==> src/rtl/input_conditioner_pkg.sv <==
// Shared types and defaults for the pushbutton / DIP-switch input conditioner.
// Button FSM encoding, default timing constants and the counter-width helper.
package input_conditioner_pkg;

   typedef enum logic [1:0] {
      IDLE         = 2'd0,
      PRESS_WAIT   = 2'd1,
      HELD         = 2'd2,
      RELEASE_WAIT = 2'd3
   } btn_state_t;

   // 10 ms debounce, 500 ms first repeat, 100 ms repeat period at 50 MHz
   localparam int DEBOUNCE_CYCLES_DEF = 500000;
   localparam int REPEAT_DELAY_DEF    = 25000000;
   localparam int REPEAT_PERIOD_DEF   = 5000000;

   // Bits needed for a counter that runs 0 .. n-1 (never less than one bit)
   function automatic int cnt_width(input int n);
      return (n > 2) ? $clog2(n) : 1;
   endfunction

endpackage

==> src/rtl/debounce_cell.sv <==
// One input: 2-flop synchronizer, saturating stability counter and stable level register.
// Level follows raw DEBOUNCE_CYCLES+2 cycles after a clean edge; rise/fall pulse with the level change; no backpressure.
module debounce_cell
   import input_conditioner_pkg::*;
#(
   parameter int DEBOUNCE_CYCLES = DEBOUNCE_CYCLES_DEF
) (
   input  logic clk,
   input  logic rst,
   input  logic raw,
   output logic synced,
   output logic done,
   output logic level,
   output logic rise,
   output logic fall
);

   localparam int             CW       = cnt_width(DEBOUNCE_CYCLES);
   localparam logic [CW-1:0]  CNT_LAST = CW'(DEBOUNCE_CYCLES - 1);

   logic          meta;
   logic [CW-1:0] cnt;

   // The change is accepted on the edge that ends the last differing sample
   assign done = (synced != level) && (cnt == CNT_LAST);

   always_ff @(posedge clk) begin
      if (rst) begin
         meta   <= 1'b0;
         synced <= 1'b0;
         cnt    <= '0;
         level  <= 1'b0;
         rise   <= 1'b0;
         fall   <= 1'b0;
      end else begin
         meta   <= raw;
         synced <= meta;
         rise   <= done && synced;
         fall   <= done && !synced;
         if (done) begin
            level <= synced;
            cnt   <= '0;
         end else if (synced != level) begin
            if (cnt != CNT_LAST)
               cnt <= cnt + 1'b1;
         end else begin
            cnt <= '0;
         end
      end
   end

endmodule

==> src/rtl/input_conditioner.sv <==
// Debounced pushbutton levels with press/release pulses, debounced DIP switches with a change pulse.
// Latency raw edge -> level/pulse is DEBOUNCE_CYCLES+2; no backpressure. Auto-repeat: INPUT_CONDITIONER_AUTOREPEAT_EN.
module input_conditioner
   import input_conditioner_pkg::*;
#(
   parameter int N_BTN           = 4,
   parameter int N_SW            = 8,
   parameter int DEBOUNCE_CYCLES = DEBOUNCE_CYCLES_DEF,
   parameter int REPEAT_DELAY    = REPEAT_DELAY_DEF,
   parameter int REPEAT_PERIOD   = REPEAT_PERIOD_DEF
) (
   input  logic             clk,
   input  logic             rst,
   input  logic [N_BTN-1:0] btn_raw,
   input  logic [N_SW-1:0]  sw_raw,
   output logic [N_BTN-1:0] btn_level,
   output logic [N_BTN-1:0] btn_press,
   output logic [N_BTN-1:0] btn_release,
   output logic [N_SW-1:0]  sw_level,
   output logic             sw_change
);

`ifdef INPUT_CONDITIONER_AUTOREPEAT_EN
   localparam int            REP_MAX         = (REPEAT_DELAY > REPEAT_PERIOD) ? REPEAT_DELAY : REPEAT_PERIOD;
   localparam int            RW              = cnt_width(REP_MAX);
   localparam logic [RW-1:0] REP_DELAY_LAST  = RW'(REPEAT_DELAY - 1);
   localparam logic [RW-1:0] REP_PERIOD_LAST = RW'(REPEAT_PERIOD - 1);
`else
   localparam bit UNUSED_REPEAT_CFG = (REPEAT_DELAY > 0) && (REPEAT_PERIOD > 0);
`endif

   logic [N_BTN-1:0] btn_cell_unused;
   logic [N_SW-1:0]  sw_synced_unused;
   logic [N_SW-1:0]  sw_done_unused;
   logic [N_SW-1:0]  sw_rise;
   logic [N_SW-1:0]  sw_fall;
   logic             unused_ok;

   for (genvar i = 0; i < N_BTN; i++) begin : g_btn
      logic       synced, done, cell_level, cell_rise, cell_fall;
      logic       level_o, press_d, release_d, rep_fire;
      logic       press_q, release_q;
      btn_state_t state_q, state_d;

      debounce_cell #(.DEBOUNCE_CYCLES(DEBOUNCE_CYCLES)) u_cell (
         .clk    (clk),
         .rst    (rst),
         .raw    (btn_raw[i]),
         .synced (synced),
         .done   (done),
         .level  (cell_level),
         .rise   (cell_rise),
         .fall   (cell_fall)
      );

      always_ff @(posedge clk) begin
         if (rst) state_q <= IDLE;
         else     state_q <= state_d;
      end

      always_comb begin
         state_d = state_q;
         case (state_q)
            IDLE:         if (synced) state_d = PRESS_WAIT;
            PRESS_WAIT:   if (done) state_d = HELD;
                          else if (!synced) state_d = IDLE;
            HELD:         if (!synced) state_d = RELEASE_WAIT;
            RELEASE_WAIT: if (done) state_d = IDLE;
                          else if (synced) state_d = HELD;
            default:      state_d = IDLE;
         endcase
      end

      always_comb begin
         level_o   = (state_q == HELD) || (state_q == RELEASE_WAIT);
         press_d   = ((state_q == PRESS_WAIT) && done) || rep_fire;
         release_d = (state_q == RELEASE_WAIT) && done;
      end

`ifdef INPUT_CONDITIONER_AUTOREPEAT_EN
      logic [RW-1:0] rep_cnt;
      logic          rep_first;

      assign rep_fire = (state_q == HELD) &&
                        (rep_cnt == (rep_first ? REP_PERIOD_LAST : REP_DELAY_LAST));

      // Counts HELD cycles only; RELEASE_WAIT holds the value so a bounce back resumes it
      always_ff @(posedge clk) begin
         if (rst || state_q == IDLE || state_q == PRESS_WAIT) begin
            rep_cnt   <= '0;
            rep_first <= 1'b0;
         end else if (rep_fire) begin
            rep_cnt   <= '0;
            rep_first <= 1'b1;
         end else if (state_q == HELD && rep_cnt != '1) begin
            rep_cnt   <= rep_cnt + 1'b1;
         end
      end
`else
      assign rep_fire = 1'b0;
`endif

      always_ff @(posedge clk) begin
         if (rst) begin
            press_q   <= 1'b0;
            release_q <= 1'b0;
         end else begin
            press_q   <= press_d;
            release_q <= release_d;
         end
      end

      assign btn_level[i]       = level_o;
      assign btn_press[i]       = press_q;
      assign btn_release[i]     = release_q;
      assign btn_cell_unused[i] = cell_level ^ cell_rise ^ cell_fall;
   end

   for (genvar j = 0; j < N_SW; j++) begin : g_sw
      debounce_cell #(.DEBOUNCE_CYCLES(DEBOUNCE_CYCLES)) u_cell (
         .clk    (clk),
         .rst    (rst),
         .raw    (sw_raw[j]),
         .synced (sw_synced_unused[j]),
         .done   (sw_done_unused[j]),
         .level  (sw_level[j]),
         .rise   (sw_rise[j]),
         .fall   (sw_fall[j])
      );
   end

   // rise/fall are already one cycle behind the level decision, so this lands after the update
   always_ff @(posedge clk) begin
      if (rst) sw_change <= 1'b0;
      else     sw_change <= |(sw_rise | sw_fall);
   end

`ifdef INPUT_CONDITIONER_AUTOREPEAT_EN
   assign unused_ok = ^{btn_cell_unused, sw_synced_unused, sw_done_unused};
`else
   assign unused_ok = ^{btn_cell_unused, sw_synced_unused, sw_done_unused, UNUSED_REPEAT_CFG};
`endif

endmodule

==> config.mk <==
export PLATFORM = sky130hd
export DESIGN_NAME = input_conditioner
export DESIGN_NICKNAME = d
export VERILOG_FILES = /design/src/rtl/input_conditioner_pkg.sv /design/src/rtl/debounce_cell.sv /design/src/rtl/input_conditioner.sv
export SDC_FILE = /design/constraint.sdc
export NUM_CORES = 1
export LEC_CHECK = 0
export ABC_AREA = 1
export BUFFER_PORTS_ARGS = -buffer_cell sky130_fd_sc_hd__buf_4
export CAP_MARGIN = 10
export CORE_AREA = 2 2 191 193
export DETAILED_ROUTE_END_ITERATION = 6
export DIE_AREA = 0 0 193 195
export SLEW_MARGIN = 20
export SYNTH_ARGS = -nofsm -noshare
export SYNTH_HDL_FRONTEND = slang
export SYNTH_SLANG_ARGS = --single-unit
==> constraint.sdc <==
create_clock -name clk -period 1.4 [get_ports clk]
set_input_delay 0.28 -clock clk [delete_from_list [all_inputs] [get_ports clk]]
set_output_delay 0.28 -clock clk [all_outputs]
set_load 0.005 [all_outputs]
After elaboration in Yosys (flattened, before gate mapping)
Index checks and enable logic that the tools add are counted.
- bits in latches: 0
- output and inout port bits: 21
- word-level logic and storage cells: 263
- ROM bits: 0
- memories kept: 0
- register bits after elaboration: 297
- memory bits (writable): 0
- input bits: 14
- multiplexer cells: 28
- magnitude comparators: 0
- reductions and logical operators: 69
- divide/modulo/power cells: 0
- bitwise logic cells: 13
- eq/ne operators: 64
- multipliers: 0
- shifts and indexed selects: 0
- add/sub/neg operators: 12
- operator list (kind ; count):
    adder 19 x 1 -> 19 bit, second input constant ; 12
    equality test 19 bit, second input constant ; 12
    != test 19 bit, second input constant ; 12
    2-to-1 mux 2 bit ; 24
    logical AND 1 bit ; 36
    OR reduction 3 bit ; 12
    one-hot mux 2 bit (4 select lines) ; 4
    equality test 2 bit, second input constant ; 8
    AND reduction 4 bit ; 4
    != test 1 bit ; 12
    != test 3 x 2 -> 1 bit, second input constant ; 4
    != test 3 bit, second input constant ; 4
    NOT 1 bit ; 12
    equality test 2 x 1 -> 1 bit, second input constant ; 4
    logical NOT 1 bit ; 8
    logical NOT 2 bit ; 4
    != test 2 x 1 -> 1 bit, second input constant ; 4
    != test 2 bit, second input constant ; 4
    OR 8 bit ; 1
    OR reduction 8 bit ; 1
    logical OR 1 bit ; 4

Longest topological paths before layout
- word-level depth: 4
- gate-level depth with buffers: 10
- gate-level depth less buffers: 10

Hierarchy
From an unflattened synthesis, not the netlist that was laid out.
- cells, all modules: 2433
- area total of the unflattened synthesis: 15504.9 um^2
- modules (own cells, without submodules) (module ; area each (um^2) ; sequential area each (um^2) ; times used ; cells each):
    debounce_cell ; 1232.4 ; 480.5 ; 12 ; 195
    input_conditioner ; 715.7 ; 340.3 ; 1 ; 93

Worst setup path before layout
No wires, ideal clock.
- kind: flip-flop to flip-flop
- start: register g_btn[0].u_cell.cnt[0]
- end: register g_btn[0].u_cell.cnt[10]
- stages on the path, launching flop included: 8
- data required time: 1286 ps
- path buffers: 1
- path slack: -8 ps
- arrival time: 1294 ps
- library setup time: 114 ps
- cells stage by stage: dfxtp_1 > ha_1 > nand3_2 > nor2_1 > nand3_1 > nand2_2 > buf_6 > nor2_1
- cells in the longest elaborated chain, start to end: 3
- elaborated cells between the ends (all ways): 5
- ends and longest elaborated chain (what ; line ; text):
    from (decl) ; debounce_cell.sv:22 ; logic [CW-1:0] cnt;
    from (signal assigned) ; debounce_cell.sv:45 ; cnt <= cnt + 1'b1;
    branches (longest 3 deep; another with adder 19 x 1 -> 19 bit) ; n/a ;
Parallel ways; which one is timed is not known.
A chain may end at the register's enable or synchronous reset.

Worst setup path in the final report
- start: register g_sw[1].u_cell.level
- end: output port sw_level[1]
- RTL lines (what ; line ; text):
    from (decl) ; debounce_cell.sv:13 ; output logic level,
    from (signal assigned) ; debounce_cell.sv:41 ; level <= synced;
    to (decl) ; input_conditioner.sv:19 ; output logic [N_SW-1:0] sw_level,
No word-level cell between the ends.

==> summary by stage <==
Finish
The area growth from synthesis to layout is 24.8%. The library cells used most frequently in the layout, excluding fill and tap cells, are sky130_fd_sc_hd__nand2_1 (591), sky130_fd_sc_hd__nor2_1 (408), sky130_fd_sc_hd__inv_1 (306), sky130_fd_sc_hd__dfxtp_1 (257), sky130_fd_sc_hd__buf_4 (134). The net count of the finished layout is 2432. Leaving out fill and tap cells, the most frequent cell in the layout is sky130_fd_sc_hd__nand2_1. The total inserted antenna cells is 0. The utilization after layout is 51.8%.

The final instance area is 18300 um^2. The share of layout cells above drive strength 1 is 16.9%.

CTS
The number of clock buffers inserted by TritonCTS is 36. The library cell used as clock root buffer is sky130_fd_sc_hd__clkbuf_16. The maximum clock insertion buffer count is 3. The count of clock tree sinks is 297. In this run the number of H-tree levels came out at 2. After clock tree synthesis, the clock-pin slew on the worst setup and hold paths is 0.06 ns. The clock network latency to the later pin of the worst-skew pair is 0.53 ns. The TritonCTS clock tree is yes.

Timing
The measured slew at the worst slew-check pin is 0.337 ns. Static timing analysis puts the maximum clock frequency at 731 MHz. The final hold slack is 0.175 ns.

In the finished design, the share of the clock period the worst path needs comes to 97.7%. The total count of hold-check failures in the final report is 0. The worst relative slew slack is 77.4%. The number of max-slew violations in the final report came to 0. The final critical delay including setup and external delays is 1.37 ns. Setup repair after global routing could not meet its margin everywhere.

The count of endpoints failing setup in the final report is 0. The post-route clock skew is 0.0118 ns.

Placement
The half-perimeter wire length after placement is 22700 um. The quantity of I/O buffers inserted on ports is 34. At the end of routability-driven placement, the weighted congestion stood at 0.857.

The placed standard-cell area is 16100 um^2.

Worst hold path
The path class of the tightest hold or removal check is in -> reg.

Synth
The adder-cell share of the synthesized area is 1.02%. The mean post-synth cell area is 6.54 um^2. After Yosys synthesis, XOR and XNOR cells account for 3.93% of the synthesized area.

The cell count after synthesis came out at 2248. Counting distinct cell types in the post-synthesis netlist gives 31. Summing the sequential cell areas from Yosys gives 40.5% of the chip area.

Summing every instance area after synthesis gives 14700 um^2. Yosys attributes the largest share of cell area to sky130_fd_sc_hd__dfxtp_1 (40%), sky130_fd_sc_hd__nand2_1 (15%), sky130_fd_sc_hd__nor2_1 (12%). The synthesis warning total is 0.

The portion of synthesized cell area occupied by the leading cell type is 40.5%. Synthesis produced a netlist with a net count of 2274. The multiplexer fraction of the synthesized cell area is 0%.

Summing the areas of all and, or, nand and nor instances in the mapped netlist gives 38.7% of the synthesized area. The synthesis-stage register bit count is 297. The area fraction in compound gates after synthesis is 5.51%. By area, the combinational part of the netlist is dominated by simple AND/OR/NAND/NOR gates.

The largest total area in the synthesized netlist belongs to sky130_fd_sc_hd__dfxtp_1.

Critical path
The reg-to-reg critical path endpoint is g_sw[1].u_cell.cnt[3]. Data on the critical path is required at its endpoint by 1.12 ns. The reg-to-reg startpoint is g_sw[1].u_cell.cnt[1]. Among cell families on the critical path, the largest total delay comes from flip-flops. The slowest stage of the critical path is the sky130_fd_sc_hd__dfxtp_1 cell. The signal on the critical path passes through buf_4. The number of buffer and inverter stages on the critical path is 1. The critical path launch point is g_sw[1].u_cell.level. The type of origin of the critical path is a flip-flop. Along the worst path, the maximum fanout reaches 3. The data arrival time of the worst path is 1.09 ns.

STA classifies the critical path endpoint as an output pin. In this run the number of cells on the critical path is 1. The number of cells on the worst reg-to-reg path is 8. In this design, the stage delay of the slowest critical-path cell is 0.42 ns. The critical path ends at sw_level[1]. For flop-to-flop paths, the worst setup slack is 0.06 ns. The class of the most critical setup path is reg -> out.

Power
The leakage power of the design is 6.94 nW. The peak supply drop is 0.00102 V. In this run the power density over the cells is 1060 nW/um^2. Overall power consumption after layout is estimated at 19.4 mW.

Route
The remaining antenna violation count after routing is 0. The via count is 13.6k. Before antenna repair, the detailed router went through 7 iterations.

Wires add up to 32200 um. In the routed layout, each cell is associated on average with a via count of 4.69. After detailed routing, the average wire length per cell comes to 11.1 um. The number of DRC violations after detailed-routing iteration 0 is 552. The residual DRC count is 0.

Floorplan
Measured along the y axis, the die boundary spans 195 um. The initialized floorplan defines 69 standard-cell rows. The initial utilization of the core area, before any placement, comes to 41.5%. After floorplanning, the core was sized to cover 35400 um^2.

The floorplan die area is 37600 um^2. The die is 193 um wide. For this design the top-level I/O count stands at 35.

GRT
The pin count of the biggest net entering global routing is 22. The first-pass GRT wire length is 54600 um. The total routing resource utilization after global routing is 16.9%. The total overflow left after global routing is 0.

The via count of the first global-routing pass came to 12.7k. The number of antenna violations at the first check in global routing is 0.

Run status
The flow ran to the end, and the final reports show no timing, DRC or antenna violations.

Job
Across the run, the number of max-cap violations was 0.
## power breakdown
| part | internal (mW) | leakage (nW) | switching [mW] |
|---|---|---|---|
| Combinational | 0.164 | 3.85 | 0.178 |
| Sequential | 8.50 | 2.42 | 0.0288 |
| Clock | 6.97 | 0.669 | 3.61 |
## synthesized netlist by cell type
master,number
sky130_fd_sc_hd__nand3_2,9
sky130_fd_sc_hd__buf_4,26
sky130_fd_sc_hd__inv_2,2
sky130_fd_sc_hd__nor2_4,3
sky130_fd_sc_hd__nor2_1,453
sky130_fd_sc_hd__nor2_2,12
sky130_fd_sc_hd__a21oi_1,115
sky130_fd_sc_hd__or2_0,13
sky130_fd_sc_hd__xor2_1,35
sky130_fd_sc_hd__nand3_1,126
sky130_fd_sc_hd__nor3b_2,1
sky130_fd_sc_hd__and2_1,3
sky130_fd_sc_hd__ha_1,12
sky130_fd_sc_hd__dfxtp_1,297
sky130_fd_sc_hd__nand4_1,46
sky130_fd_sc_hd__nand3b_1,24
sky130_fd_sc_hd__buf_2,5
sky130_fd_sc_hd__nand2_2,17
sky130_fd_sc_hd__and2_0,1
sky130_fd_sc_hd__buf_1,1
sky130_fd_sc_hd__clkbuf_2,1
sky130_fd_sc_hd__clkbuf_1,4
sky130_fd_sc_hd__inv_1,319
sky130_fd_sc_hd__or2_2,10
sky130_fd_sc_hd__nor3_1,22
sky130_fd_sc_hd__nor3_2,2
sky130_fd_sc_hd__o21ai_0,45
sky130_fd_sc_hd__nand2_1,605
sky130_fd_sc_hd__xnor2_1,31
sky130_fd_sc_hd__buf_6,7
sky130_fd_sc_hd__a21oi_2,1
## metal layers
layer  wire length [um]  vias up  track usage [%]
li1                   -     7229                -
met1              15600     6106             22.2
met2              14800      178             28.4
met3               1200       47             2.89
met4                565        0             4.63
met5                  0        -                0
## cell families (layout without fill, tap and decap cells)
group	count (synthesis)	after routing
AOI/OAI and AO/OA	161	161
xor gates and xnor gates	66	66
adders and majority gates	12	12
buffers and inverters	365	548
DFF	297	297
and+or+nand+nor	1347	1347
## worst min-delay path by stage
stage                              start                      to  slack (ns)  cells after the start
floorplan                     btn_raw[0]    g_btn[0].u_cell.meta        0.39                      2
global placement    g_btn[2].u_cell.meta  g_btn[2].u_cell.synced        0.39                      2
detailed placement  g_btn[1].u_cell.meta  g_btn[1].u_cell.synced        0.39                      2
CTS                                  rst  g_btn[0].u_cell.synced        0.15                      3
global route                         rst  g_btn[2].u_cell.synced        0.17                      3
finish                               rst  g_btn[0].u_cell.synced        0.17                      3
## timing repair
| item | CTS | global route |
|---|---|---|
| gates cloned | 0 | 2 |
| setup buffers | 0 | 13 |
| hold endpoints to repair | 12 | 0 |
| hold buffers | 12 | 0 |
| gates resized for setup | 6 | 185 |
| pin swaps | 0 | 27 |
| setup endpoints to repair | 21 | 239 |
## stage by stage
step | cells | setup TNS, ns | setup slack (ns)
floorplan | 2248 | 0 | 0.00192
detailed placement | 2802 | -0.0530 | -0.0170
finish | 2892 | 0 | 0.0327
global route | 2892 | -0.655 | -0.0499
global placement | 2802 | 0 | 0.0345
CTS | 2877 | 0 | 0.00785
## registers in the layout, indices dropped and copies added (netlist names)
name                 cells
g_sw.u_cell.fall         8
sw_change                1
g_btn.u_cell.cnt        76
g_sw.u_cell.level        8
g_btn.state_q            8
g_btn.release_q          4
g_btn.u_cell.synced      4
g_sw.u_cell.rise         8
g_sw.u_cell.cnt        152
g_btn.u_cell.meta        4
g_btn.u_cell.level       4
g_sw.u_cell.synced       8
g_sw.u_cell.meta         8
g_btn.press_q            4
## worst min-delay path: cells and delay by family
kind / cells / cell delay [ns]
buffers and inverters: 2 / 0.32
AND/OR/NAND/NOR: 1 / 0.05
## area by class of cell
type                            count  area, um^2
Timing Repair Buffer              164        1440
Sequential cell                   297        6000
Clock inverter                     16         330
Multi-Input combinational cell   1586        7770
Fill cell                        3485       17100
Inverter                          321        1210
Tap cell                          461         577
Clock buffer                       47        1020
Note: power is estimated with default switching activity, not from simulation.
